===== config.mk =====
export PLATFORM = sky130hd
export DESIGN_NAME = rpm_meas_ctrl
export DESIGN_NICKNAME = d
export VERILOG_FILES = /design/src/rtl/rpm_meas_ctrl.sv
export SDC_FILE = /design/constraint.sdc
export NUM_CORES = 1
export LEC_CHECK = 0
export ABC_AREA = 1
export CAP_MARGIN = 10
export CORE_UTILIZATION = 50
export CTS_CLUSTER_SIZE = 40
export DETAILED_ROUTE_END_ITERATION = 6
export PLACE_DENSITY = 0.87
export SYNTH_ARGS = -nofsm -noshare
export SYNTH_HDL_FRONTEND = slang
export SYNTH_SLANG_ARGS = --single-unit
export TNS_END_PERCENT = 5

===== constraint.sdc =====
create_clock -name clk_1ms -period 3.15 [get_ports clk_1ms]
set_input_delay 0.315 -clock clk_1ms [delete_from_list [all_inputs] [get_ports clk_1ms]]
set_output_delay 0.315 -clock clk_1ms [all_outputs]
set_load 0.1 [all_outputs]

===== src/rtl/rpm_meas_ctrl.sv =====
// Index-channel RPM sequencer: times revolutions in 1 ms ticks, averages a window
// of periods, runs one division per window through a shared divider, publishes RPM.
module rpm_meas_ctrl #(
    parameter int CNT_W         = 16,
    parameter int TIMEOUT_MS    = 5000,
    parameter int MIN_PERIOD_MS = 10,
    parameter int AVG_LOG2      = 2,
    parameter int RPM_CONST     = 60000,
    parameter int RPM_W         = 17
) (
    input  logic                      clk_1ms,
    input  logic                      RST,
    input  logic                      en,
    input  logic                      idx_pulse,
    output logic                      div_req,
    output logic [31:0]               div_num,
    output logic [CNT_W+AVG_LOG2-1:0] div_den,
    input  logic                      div_ack,
    input  logic [31:0]               div_quot,
    output logic [RPM_W-1:0]          rpm,
    output logic                      rpm_valid,
    output logic                      stalled,
    output logic                      overrun
);
    localparam int                DEN_W     = CNT_W + AVG_LOG2;
    localparam logic [AVG_LOG2:0] NPER_LAST = (AVG_LOG2+1)'((1 << AVG_LOG2) - 1);
    localparam logic [CNT_W-1:0]  TO_CNT    = CNT_W'(TIMEOUT_MS);
    localparam logic [CNT_W-1:0]  MIN_CNT   = CNT_W'(MIN_PERIOD_MS);
    localparam logic [CNT_W-1:0]  CNT_ONE   = CNT_W'(1);
    localparam logic [31:0]       DIV_NUM   = 32'(RPM_CONST) << AVG_LOG2;
    localparam logic [RPM_W-1:0]  RPM_MAX   = '1;

    typedef enum logic [1:0] {IDLE, ARM, MEASURE} state_t;
    typedef enum logic {D_IDLE, D_REQ} dstate_t;

    state_t            state;
    dstate_t           dstate;
    logic [CNT_W-1:0]  cnt;
    logic [DEN_W-1:0]  acc;
    logic [AVG_LOG2:0] nper;

    logic             timeout, period_ok, win_done, publish;
    logic [DEN_W-1:0] sum;
    logic [RPM_W-1:0] quot_sat;

    assign timeout   = (state != IDLE) && (cnt == TO_CNT);
    // A pulse landing on the timeout cycle re-arms instead of closing a period.
    assign period_ok = idx_pulse && (state == MEASURE) && (cnt >= MIN_CNT) && !timeout;
    assign sum       = acc + DEN_W'(cnt);
    assign win_done  = period_ok && (nper == NPER_LAST);
    assign publish   = (dstate == D_REQ) && div_ack && !stalled && !timeout;
    assign quot_sat  = (div_quot > 32'(RPM_MAX)) ? RPM_MAX : div_quot[RPM_W-1:0];

    always_ff @(posedge clk_1ms or posedge RST) begin
        if (RST) begin
            state     <= IDLE;
            dstate    <= D_IDLE;
            cnt       <= '0;
            acc       <= '0;
            nper      <= '0;
            div_req   <= 1'b0;
            div_num   <= '0;
            div_den   <= '0;
            rpm       <= '0;
            rpm_valid <= 1'b0;
            stalled   <= 1'b0;
            overrun   <= 1'b0;
        end else begin
            rpm_valid <= 1'b0;
            if (!en) begin
                state   <= IDLE;
                dstate  <= D_IDLE;
                div_req <= 1'b0;
                rpm     <= '0;
                acc     <= '0;
                nper    <= '0;
            end else begin
                case (state)
                    IDLE: begin
                        state <= ARM;
                        cnt   <= CNT_ONE;
                    end
                    default: begin
                        if (cnt != TO_CNT)
                            cnt <= cnt + 1'b1;
                        if (timeout) begin
                            if (!stalled) begin
                                rpm       <= '0;
                                rpm_valid <= 1'b1;
                                stalled   <= 1'b1;
                            end
                            acc   <= '0;
                            nper  <= '0;
                            state <= ARM;
                            if (idx_pulse) begin
                                state <= MEASURE;
                                cnt   <= CNT_ONE;
                            end
                        end else if (state == ARM) begin
                            if (idx_pulse) begin
                                state <= MEASURE;
                                cnt   <= CNT_ONE;
                            end
                        end else if (period_ok) begin
                            cnt     <= CNT_ONE;
                            stalled <= 1'b0;
                            if (win_done) begin
                                acc  <= '0;
                                nper <= '0;
                            end else begin
                                acc  <= sum;
                                nper <= nper + 1'b1;
                            end
                        end
                    end
                endcase

                case (dstate)
                    D_IDLE: begin
                        if (win_done) begin
                            div_den <= sum;
                            div_num <= DIV_NUM;
                            div_req <= 1'b1;
                            dstate  <= D_REQ;
                        end
                    end
                    default: begin
                        // Windows closing while a division is outstanding are lost.
                        if (win_done)
                            overrun <= 1'b1;
                        if (div_ack) begin
                            div_req <= 1'b0;
                            dstate  <= D_IDLE;
                            if (publish) begin
                                rpm       <= quot_sat;
                                rpm_valid <= 1'b1;
                            end
                        end
                    end
                endcase
            end
        end
    end
endmodule


==> impl_metrics.yaml, run 1 <==
status:
  outcome: "completed"
timing:
  hold_viol_final: 0
  period_needed_ns: 2.40
  timing.hold.ws_ns: 0.383
  clock_skew_ns: 0.0151
  tightest_slew_ns: 1.01
  setup_violations: 0
  rsz0062_at_grt: "no"
  fin_ws_ns: 0.750
  fmax_ghz: 0.417
  slew_headroom_pct: 32.4
  finalMaxSlewViolations: 0
  setup_tns_ns: 0
  fin_crit_sh_pct: 76.2
logic_synthesis:
  async_reset_ff_share_pct: 100
  synth_top_area_share_pct: 39.6
  ys_seq_area_share_pct: 39.6
  synth_fa_ha_area_share_pct: 5.35
  ys_seq_elements: 80
  ys_warn_count: 0
  ys.flop_type: "dfrtp_1"
  synth-edff-count: 0
  synth_mux_area_share_pct: 0
  yosys.area.top_type: "dfrtp_1"
  synth_cell_type_count: 44
  synth_xor_area_share_pct: 3.29
  synth_simple_gate_area_share_pct: 30.9
  synth_top_family_by_area: "simple AND/OR/NAND/NOR gates"
  syn_avg_cell_area_um2: 7.51
  synth-compound-area-share_pct: 9.53
  netlist_top_cells_area: "dfrtp_1 (40%), nand2_1 (16%), ha_1 (4.9%), nor2_1 (4.9%), buf_4 (4.6%)"
  syn_inst: 673
  synthesis.area_um2: 5060
global_route:
  grt_remaining_overflow: 0
  grt_max_degree: 48
  grt_pass1_wl_um: 21100
  grt_pass1_vias: 4529
  grt_usage_pct: 26.0
  antenna_found_initial: 0
clock_network:
  tritoncts: "done"
  cts_resized: 0
  clk_latency_ns: 0.38
  cts.sinks: 80
  post-cts-setup-buffer-count: 0
  cts_buffers: 9
  clockBufferDepth: 2
  htreeDepth: 3
  cts_hold_buf: 0
  cts_root_buffer: "clkbuf_8"
  clk_pin_slew_worst_paths_ns: 0.09
drt:
  ant_nets: 0
  firstDrtPassIters: 5
  drc: 0
  wl_um: 12600
  routed-via-count: 4633
  drt_iter0_drc: 367
  viasPerCell: 5.23
  wl_per_cell_um: 14.2
place:
  gp_congestion: 0.948
  placed_area_um2: 5830
  hpwl_um: 9350
  dp.cells: 870
  port_buffers: 82
  place_ws_ns: 0.744
setup_path:
  crit_path_cell_trace: "ha_1 > inv_1 > fa_1 > o21ai_0 > nand2_1 > nand2_1 > nand3_1 > nand3_1 > nand2_1 > nand2_1 > nand2_1"
  crit_buf_inv: 1
  cp_top_family: "simple AND/OR/NAND/NOR gates"
  path_class: "reg2reg"
  arrival_ns: 2.67
  cp-end-kind: "flip-flop"
  crit_top_cell: "nand2_1"
  reg2reg_depth: 11
  r2r_end: "div_den[14]"
  crit_slowest_cell: "o21ai_0"
  worst-path-max-fanout: 6
  r2r-start: "cnt[0]"
  r2r_slack_ns: 0.75
  critical_path_required_ns: 3.42
  crit_path_start_kind: "flip-flop"
  crit_path_max_incr_delay_ns: 0.47
die:
  dieArea_um2: 10500
  io_pins: 108
  start_util_pct: 51.7
  core_um2: 9770
  die_w_um: 103
  die_y_um: 103
  rows: 36
layout:
  antenna_cells: 0
  drive_gt1_share_pct: 7.04
  nNetsFinal: 806
  layout.cells.non_filler: 886
  fin_util_pct: 61.4
  stdcell_area_um2: 6000
  syn2layout_area_growth_pct: 18.7
power_and_ir_drop:
  p_leak_nw: 3.01
  peakVddDrop_mv: 0.231
  power_density_nw_per_um2: 433
  total_power_mw: 2.60
run:
  maxCapViolations: 0
hold_path:
  hold_class: "in2async"
-- layout make-up --
cell class              count  area (um2)
repair buffers             86         861
flip-flops and latches     80        2000
inverters                  59         226
clock buffers              10         128
clock inverters             6        45.0
fillers                   826        3770
multi-input cells         512        2570
well taps                 133         166
-- kinds of logic after synthesis --
group	Yosys count
AOI/OAI and AO/OA	86
xor gates and xnor gates	19
adders and majority gates	21
buffers and inverters	105
DFF	80
other	1
and+or+nand+nor	361
-- power by group --
group | switching [mW] | internal (mW) | total (mW)
sequential | 0.0892 | 1.08 | 1.17
combinational | 0.532 | 0.201 | 0.733
clock | 0.408 | 0.289 | 0.696
total | 1.03 | 1.57 | 2.60
-- placed cells by master (no fill, tap or decap), types with 2 or more instances in the layout --
cell             netlist  final
inv_4                  2      2
nand2_2                4      4
o21ai_0               41     41
clkdlybuf4s50_1        0     81
o22ai_1                3      3
buf_4                 31      4
o21ai_2                7      7
clkbuf_8               0      9
nand2_4                2      2
dfrtp_1               80     80
xnor2_1                8      8
nand3_4                2      2
ha_1                  20     20
conb_1                 1     25
nand3_1               42     42
nor4_1                 5      5
o21a_1                 2      2
nor3_1                 8      8
nor2_1                66     66
a21oi_1               25     25
inv_1                 49     48
clkinvlp_4             0      3
o21bai_1               2      2
xor2_1                11     11
nor2_2                 3      3
nand4_1                6      6
nand2_1              213    213
inv_2                  7      8
o21ai_1                2      2
nand3b_1               3      3
-- cell usage after synthesis (2+ instances only) --
master,instances
o21a_1,2
inv_1,49
xnor2_1,8
nand2_4,2
nand2_1,213
o21ai_1,2
nor2_2,3
o22ai_1,3
nand4_1,6
nor2_1,66
xor2_1,11
nor4_1,5
nand3_4,2
nand2_2,4
ha_1,20
inv_2,7
buf_4,31
dfrtp_1,80
o21bai_1,2
o21ai_2,7
inv_4,2
buf_6,5
nand3_1,42
buf_2,5
clkbuf_1,4
o21ai_0,41
a21oi_1,25
nor3_1,8
nand3b_1,3
-- sequential cells by signal, indices dropped and copies added, names as in the netlist --
register and count:
acc 18, cnt 16, div_den 18, div_num 1
div_req 1, dstate 1, nper 3, overrun 1
rpm 17, rpm_valid 1, stalled 1, state 2
-- how the worst max path moves through the flow --
stage,end,from,cells past startpoint,slack [ns]
2_1_floorplan,acc[0],RST,1,0.78
3_3_place_gp,div_den[17],idx_pulse,9,0.77
3_5_place_dp,div_den[17],idx_pulse,9,0.74
4_1_cts,div_num[8],div_num[7],1,0.79
5_1_grt,div_den[14],cnt[0],11,0.49
6_report,div_den[14],cnt[0],11,0.75
-- metal layers --
layer  vias to the layer above  GRT usage (%)  part of all wire (%)
met5                         -              0                     0
li1                       2259              -                     -
met3                        33           5.08                   5.3
met2                       160           41.5                    47
met4                         0           13.3                   3.1
met1                      2181           33.8                    44
Note: power is estimated with default switching activity, not from simulation.
==> run 2, diff against run 1 <==
--- a/config.mk
+++ b/config.mk
@@ -7,10 +7,10 @@
 export LEC_CHECK = 0
 export ABC_AREA = 1
 export CAP_MARGIN = 10
-export CORE_UTILIZATION = 50
+export CORE_UTILIZATION = 47
 export CTS_CLUSTER_SIZE = 40
 export DETAILED_ROUTE_END_ITERATION = 6
-export PLACE_DENSITY = 0.87
+export PLACE_DENSITY = 0.86
 export SYNTH_ARGS = -nofsm -noshare
 export SYNTH_HDL_FRONTEND = slang
 export SYNTH_SLANG_ARGS = --single-unit
==> constraint.sdc (replaced) <==
create_clock -name clk_1ms -period 2.05 [get_ports clk_1ms]
set_input_delay 0.205 -clock clk_1ms [delete_from_list [all_inputs] [get_ports clk_1ms]]
set_output_delay 0.205 -clock clk_1ms [all_outputs]
set_load 0.1 [all_outputs]
==> impl_metrics.yaml, run 2 (same netlist as run 1, synthesis figures left out) <==
clock_network:
  cts_root_buffer: "clkbuf_8"
  tritoncts: "done"
  cts_buffers: 9
  clockBufferDepth: 2
  htreeDepth: 3
  cts.sinks: 80
  clk_pin_slew_worst_paths_ns: 0.10
  cts_hold_buf: 0
  clk_latency_ns: 0.37
place:
  port_buffers: 82
  gp_congestion: 0.926
  hpwl_um: 9330
die:
  die_w_um: 106
  rows: 37
  core_um2: 10400
  die_y_um: 106
  dieArea_um2: 11200
  start_util_pct: 48.8
  io_pins: 108
layout:
  fin_util_pct: 59.9
  fillers: 916
  layout_common_cells: "nand2_1 (210), dfrtp_1 (77), buf_4 (75)"
  drive_gt1_share_pct: 18.3
  syn2layout_area_growth_pct: 22.8
  top_regs: "acc x18, div_den x18, rpm x17"
  layout_commonest_cell: "nand2_1"
  antenna_cells: 0
  nNetsFinal: 834
setup_path:
  crit_path_cell_trace: "inv_1 > ha_1 > nand3_1 > nor2_4 > nand3_4 > inv_4 > nor2_8 > nand3_4 > inv_4 > or2_1"
  crit_path_max_incr_delay_ns: 0.38
  path_class: "reg2reg"
  cp-end-kind: "flip-flop"
  crit_path_start_kind: "flip-flop"
  critical_path_required_ns: 2.30
  arrival_ns: 2.24
  crit_slowest_cell: "dfrtp_1"
  worst-path-max-fanout: 12
global_route:
  grt_max_degree: 31
  grt_pass1_wl_um: 21300
  grt_usage_pct: 23.5
  antenna_found_initial: 0
  grt_pass1_vias: 4511
  grt_remaining_overflow: 0
status:
  outcome: "completed"
timing:
  period_needed_ns: 1.99
  finalMaxSlewViolations: 0
  hold_viol_final: 0
  setup_violations: 0
  fmax_ghz: 0.503
  clock_skew_ns: 0.0164
  setup_tns_ns: 0
  fin_crit_sh_pct: 97.0
hold_path:
  hold_class: "in2async"
drt:
  wl_per_cell_um: 14.0
  firstDrtPassIters: 5
  viasPerCell: 5.20
  drc: 0
  ant_nets: 0
  drt_iter0_drc: 575
  routed-via-count: 4765
  wl_um: 12800
power_and_ir_drop:
  peakVddDrop_mv: 0.381
  total_power_mw: 4.17
  p_leak_nw: 3.24
  power_density_nw_per_um2: 672
run:
  maxCapViolations: 0
[run 2: cell types whose count changed in the layout (fill, tap and decap cells not counted), moves of 2 or more]
cell and change:
ha_1 -4, ha_4 +2, inv_6 +2, nand2_1 -3
buf_4 +71, ha_2 +2, nor2_1 -2, dfrtp_2 +3
clkdlybuf4s50_1 -45, nand2_2 +3, dfrtp_1 -3
[run 2: worst paths after layout]
path | slack, ns | cells after the start | startpoint | to
setup / recovery | 0.06 | 10 | cnt[1] | div_num[7]
hold / removal | 0.15 | 2 | RST | rpm[13]
setup reg to reg | 0.06 | 10 | cnt[1] | div_num[7]
hold reg to reg | 0.49 | 2 | div_den[11] | div_den[11]
max in group asynchronous | 1.31 | 3 | RST | cnt[5]
min in group clk_1ms | 0.42 | 3 | div_quot[15] | rpm[15]
[run 2: final cells by class]
type	count	area [um2]	area share [%]
Timing Repair Buffer	113	963	15.5
Tap cell	136	170	2.74
Clock inverter	7	62.6	1.01
Inverter	59	233	3.75
Clock buffer	9	124	2.00
Multi-Input combinational cell	513	2650	42.7
Sequential cell	80	2010	32.3
[run 2: critical path, delay by kind of cell, from the launching register on]
family                   cells  cell delay [ns]
adder cells (fa/ha/maj)      1             0.24
AND/OR/NAND/NOR              6             0.87
flip-flops                   1             0.38
buffers and inverters        3             0.36
[run 2: per-layer routing]
metal  track usage (%)  up-vias  wire (um)
met5                 0        -          0
met4              8.23        0        403
met3              4.33       40        701
met2              37.4      190       6040
met1              32.1     2216       5680
li1                  -     2319          -
[run 2: per-stage QoR]
stage	worst slack [ns]	std cells	hold slack, ns	area (um2)
after floorplan	0.0549	697	0.313	5150
after global placement	0.111	896	0.467	5910
after detailed placement	0.0106	896	0.467	5910
after CTS	0.00333	912	0.160	6100
after global routing	-0.0469	917	0.154	6210
final	0.0610	917	0.151	6210
[run 2: repair_timing]
item,4_1_cts,5_1_grt
endpoints found under the hold margin,0,0
setup endpoints to repair,0,60
resized for setup,0,21
setup buffers,0,4
[run 2: report_power, final]
part / leakage (nW) / total (mW) / internal, mW / switching [mW]
logic: 2.05 / 1.27 / 0.391 / 0.884
registers: 1.10 / 1.76 / 1.66 / 0.0985
clock network: 0.0927 / 1.14 / 0.466 / 0.672
total: 3.24 / 4.17 / 2.52 / 1.65
==> run 3, diff against run 2 <==
--- a/config.mk
+++ b/config.mk
@@ -5,12 +5,11 @@
 export SDC_FILE = /design/constraint.sdc
 export NUM_CORES = 1
 export LEC_CHECK = 0
-export ABC_AREA = 1
 export CAP_MARGIN = 10
-export CORE_UTILIZATION = 47
+export CORE_UTILIZATION = 46
 export CTS_CLUSTER_SIZE = 40
 export DETAILED_ROUTE_END_ITERATION = 6
-export PLACE_DENSITY = 0.86
+export PLACE_DENSITY = 0.85
 export SYNTH_ARGS = -nofsm -noshare
 export SYNTH_HDL_FRONTEND = slang
 export SYNTH_SLANG_ARGS = --single-unit
==> impl_metrics.yaml, run 3 <==
setup_path:
  crit_buf_inv: 2
  cp-end-kind: "flip-flop"
  r2r_slack_ns: -0.21
  arrival_ns: 2.56
  r2r-start: "acc[0]"
  r2r_end: "div_den[16]"
  path_class: "reg2reg"
  crit_path_max_incr_delay_ns: 0.38
  crit_path_cell_trace: "ha_2 > inv_2 > fa_2 > nor2b_4 > o2111ai_2 > a211oi_2 > buf_4 > o211ai_1 > a211o_1 > nand3_1"
  crit_path_start_kind: "flip-flop"
  critical_path_required_ns: 2.35
  cp_top_family: "compound AO/OA/AOI/OAI gates"
  worst-path-max-fanout: 4
  crit_slowest_cell: "dfrtp_1"
  reg2reg_depth: 10
logic_synthesis:
  synth_cell_type_count: 63
  netlist_top_cells_area: "dfrtp_1 (43%), ha_1 (5.4%), buf_4 (5.0%), nand2_1 (2.8%), a22o_1 (2.4%)"
  ys_warn_count: 0
  ys_seq_area_share_pct: 42.9
  async_reset_ff_share_pct: 100
  synth_top_area_share_pct: 42.9
  yosysMostFrequentCell: "dfrtp_1"
  yosys.area.top_type: "dfrtp_1"
  synthesis.area_um2: 4670
  synth-edff-count: 0
  ys_seq_elements: 80
  syn_inst: 458
  ys.flop_type: "dfrtp_1"
  syn_avg_cell_area_um2: 10.2
  synthTopCellsByCount: "dfrtp_1 (80), nand2_1 (35), buf_4 (31)"
run:
  maxCapViolations: 0
timing:
  tightest_slew_ns: 0.546
  finalMaxSlewViolations: 0
  clock_skew_ns: 0.0129
  slew_headroom_pct: 63.6
  fin_ws_ns: -0.209
  setup_violations: 62
  fmax_ghz: 0.443
  period_needed_ns: 2.26
  timing.hold.ws_ns: 0.159
  hold_viol_final: 0
  rsz0062_at_grt: "yes"
  fin_crit_sh_pct: 110
  setup_tns_ns: -5.34
layout:
  top_regs: "acc x18, div_den x18, rpm x17"
  nNetsFinal: 675
  fin_util_pct: 66.3
  drive_gt1_share_pct: 33.7
  fillers: 741
  layout_common_cells: "buf_4 (124), dfrtp_1 (80), clkdlybuf4s50_1 (36)"
  layout.cells.non_filler: 753
  antenna_cells: 0
  syn2layout_area_growth_pct: 39.3
  layout_commonest_cell: "buf_4"
  stdcell_area_um2: 6510
place:
  place_ws_ns: -0.315
  port_buffers: 82
  dp.cells: 731
  placed_area_um2: 5970
  gp_congestion: 0.925
  hpwl_um: 8900
status:
  outcome: "complete, but fails checks"
  failed_checks: "setup timing"
power_and_ir_drop:
  peakVddDrop_mv: 0.317
  total_power_mw: 3.48
  power_density_nw_per_um2: 534
  p_leak_nw: 3.22
drt:
  drt_iter0_drc: 326
  ant_nets: 0
  routed-via-count: 4324
  wl_um: 13300
  drc: 0
  firstDrtPassIters: 5
  wl_per_cell_um: 17.6
  viasPerCell: 5.74
global_route:
  grt_pass1_wl_um: 20100
  grt_usage_pct: 25.0
  grt_pass1_vias: 4170
  grt_remaining_overflow: 0
  antenna_found_initial: 0
  grt_max_degree: 38
clock_network:
  clockBufferDepth: 2
  tritoncts: "done"
  cts_hold_buf: 0
  clk_pin_slew_worst_paths_ns: 0.09
  cts_root_buffer: "clkbuf_8"
  cts.sinks: 80
  htreeDepth: 3
  clk_latency_ns: 0.37
  cts_buffers: 9
hold_path:
  hold_class: "in2async"
die:
  die_w_um: 103
  io_pins: 108
  rows: 36
  start_util_pct: 47.6
  core_um2: 9820
  dieArea_um2: 10600
  die_y_um: 103
run 3: cell type report:
cell class / count / area, um2 / area share (%)
Clock buffer: 10 / 138 / 2.12
Clock inverter: 4 / 70.1 / 1.08
Inverter: 11 / 45.0 / 0.692
Multi-Input combinational cell: 342 / 2600 / 40.0
Sequential cell: 80 / 2000 / 30.8
Tap cell: 133 / 166 / 2.56
Timing Repair Buffer: 173 / 1480 / 22.8
run 3: power by group:
part,internal (mW),switching (mW)
clock,0.702,0.592
combinational,0.180,0.395
sequential,1.59,0.0162
total,2.47,1.00
run 3: timing repair:
action / in CTS / in global routing
endpoints found under the setup margin: 69 / 73
gates resized for setup: 30 / 34
pin swaps: 9 / 16
setup buffers: 2 / 6
run 3: kinds of logic (layout without fill, tap and decap cells):
family,Yosys count,in the layout,share of synthesized area (%)
AOI/OAI and AO/OA,133,133,21.1
xor gates and xnor gates,10,10,1.88
adders and majority gates,21,21,5.79
buffers and inverters,60,198,8.31
DFF,80,80,42.9
muxes,11,11,2.60
other,1,25,0.0803
and+or+nand+nor,142,142,17.4
run 3: worst max path at each step:
stage / endpoint / startpoint / cells after the start
after floorplan: div_den[12] / cnt[0] / 9
after global placement: div_den[12] / cnt[0] / 10
after detailed placement: div_den[12] / cnt[0] / 10
after CTS: div_den[12] / acc[0] / 10
after global routing: acc[15] / cnt[5] / 7
final: div_den[16] / acc[0] / 10
run 3: per-layer routing:
layer	vias to the layer above	wire [um]	track usage, %
met1	2122	5230	30.0
met5	-	0	0
met4	0	481	15.0
li1	1958	-	-
met2	193	6830	42.2
met3	51	743	4.47
run 3: worst reg2reg max path, cell delays in order, from the launching register on:
cell and delay, ns:
dfrtp_1 0.38, ha_2 0.22, inv_2 0.05, fa_2 0.38
nor2b_4 0.15, o2111ai_2 0.14, a211oi_2 0.20, buf_4 0.15
o211ai_1 0.16, a211o_1 0.30, nand3_1 0.08
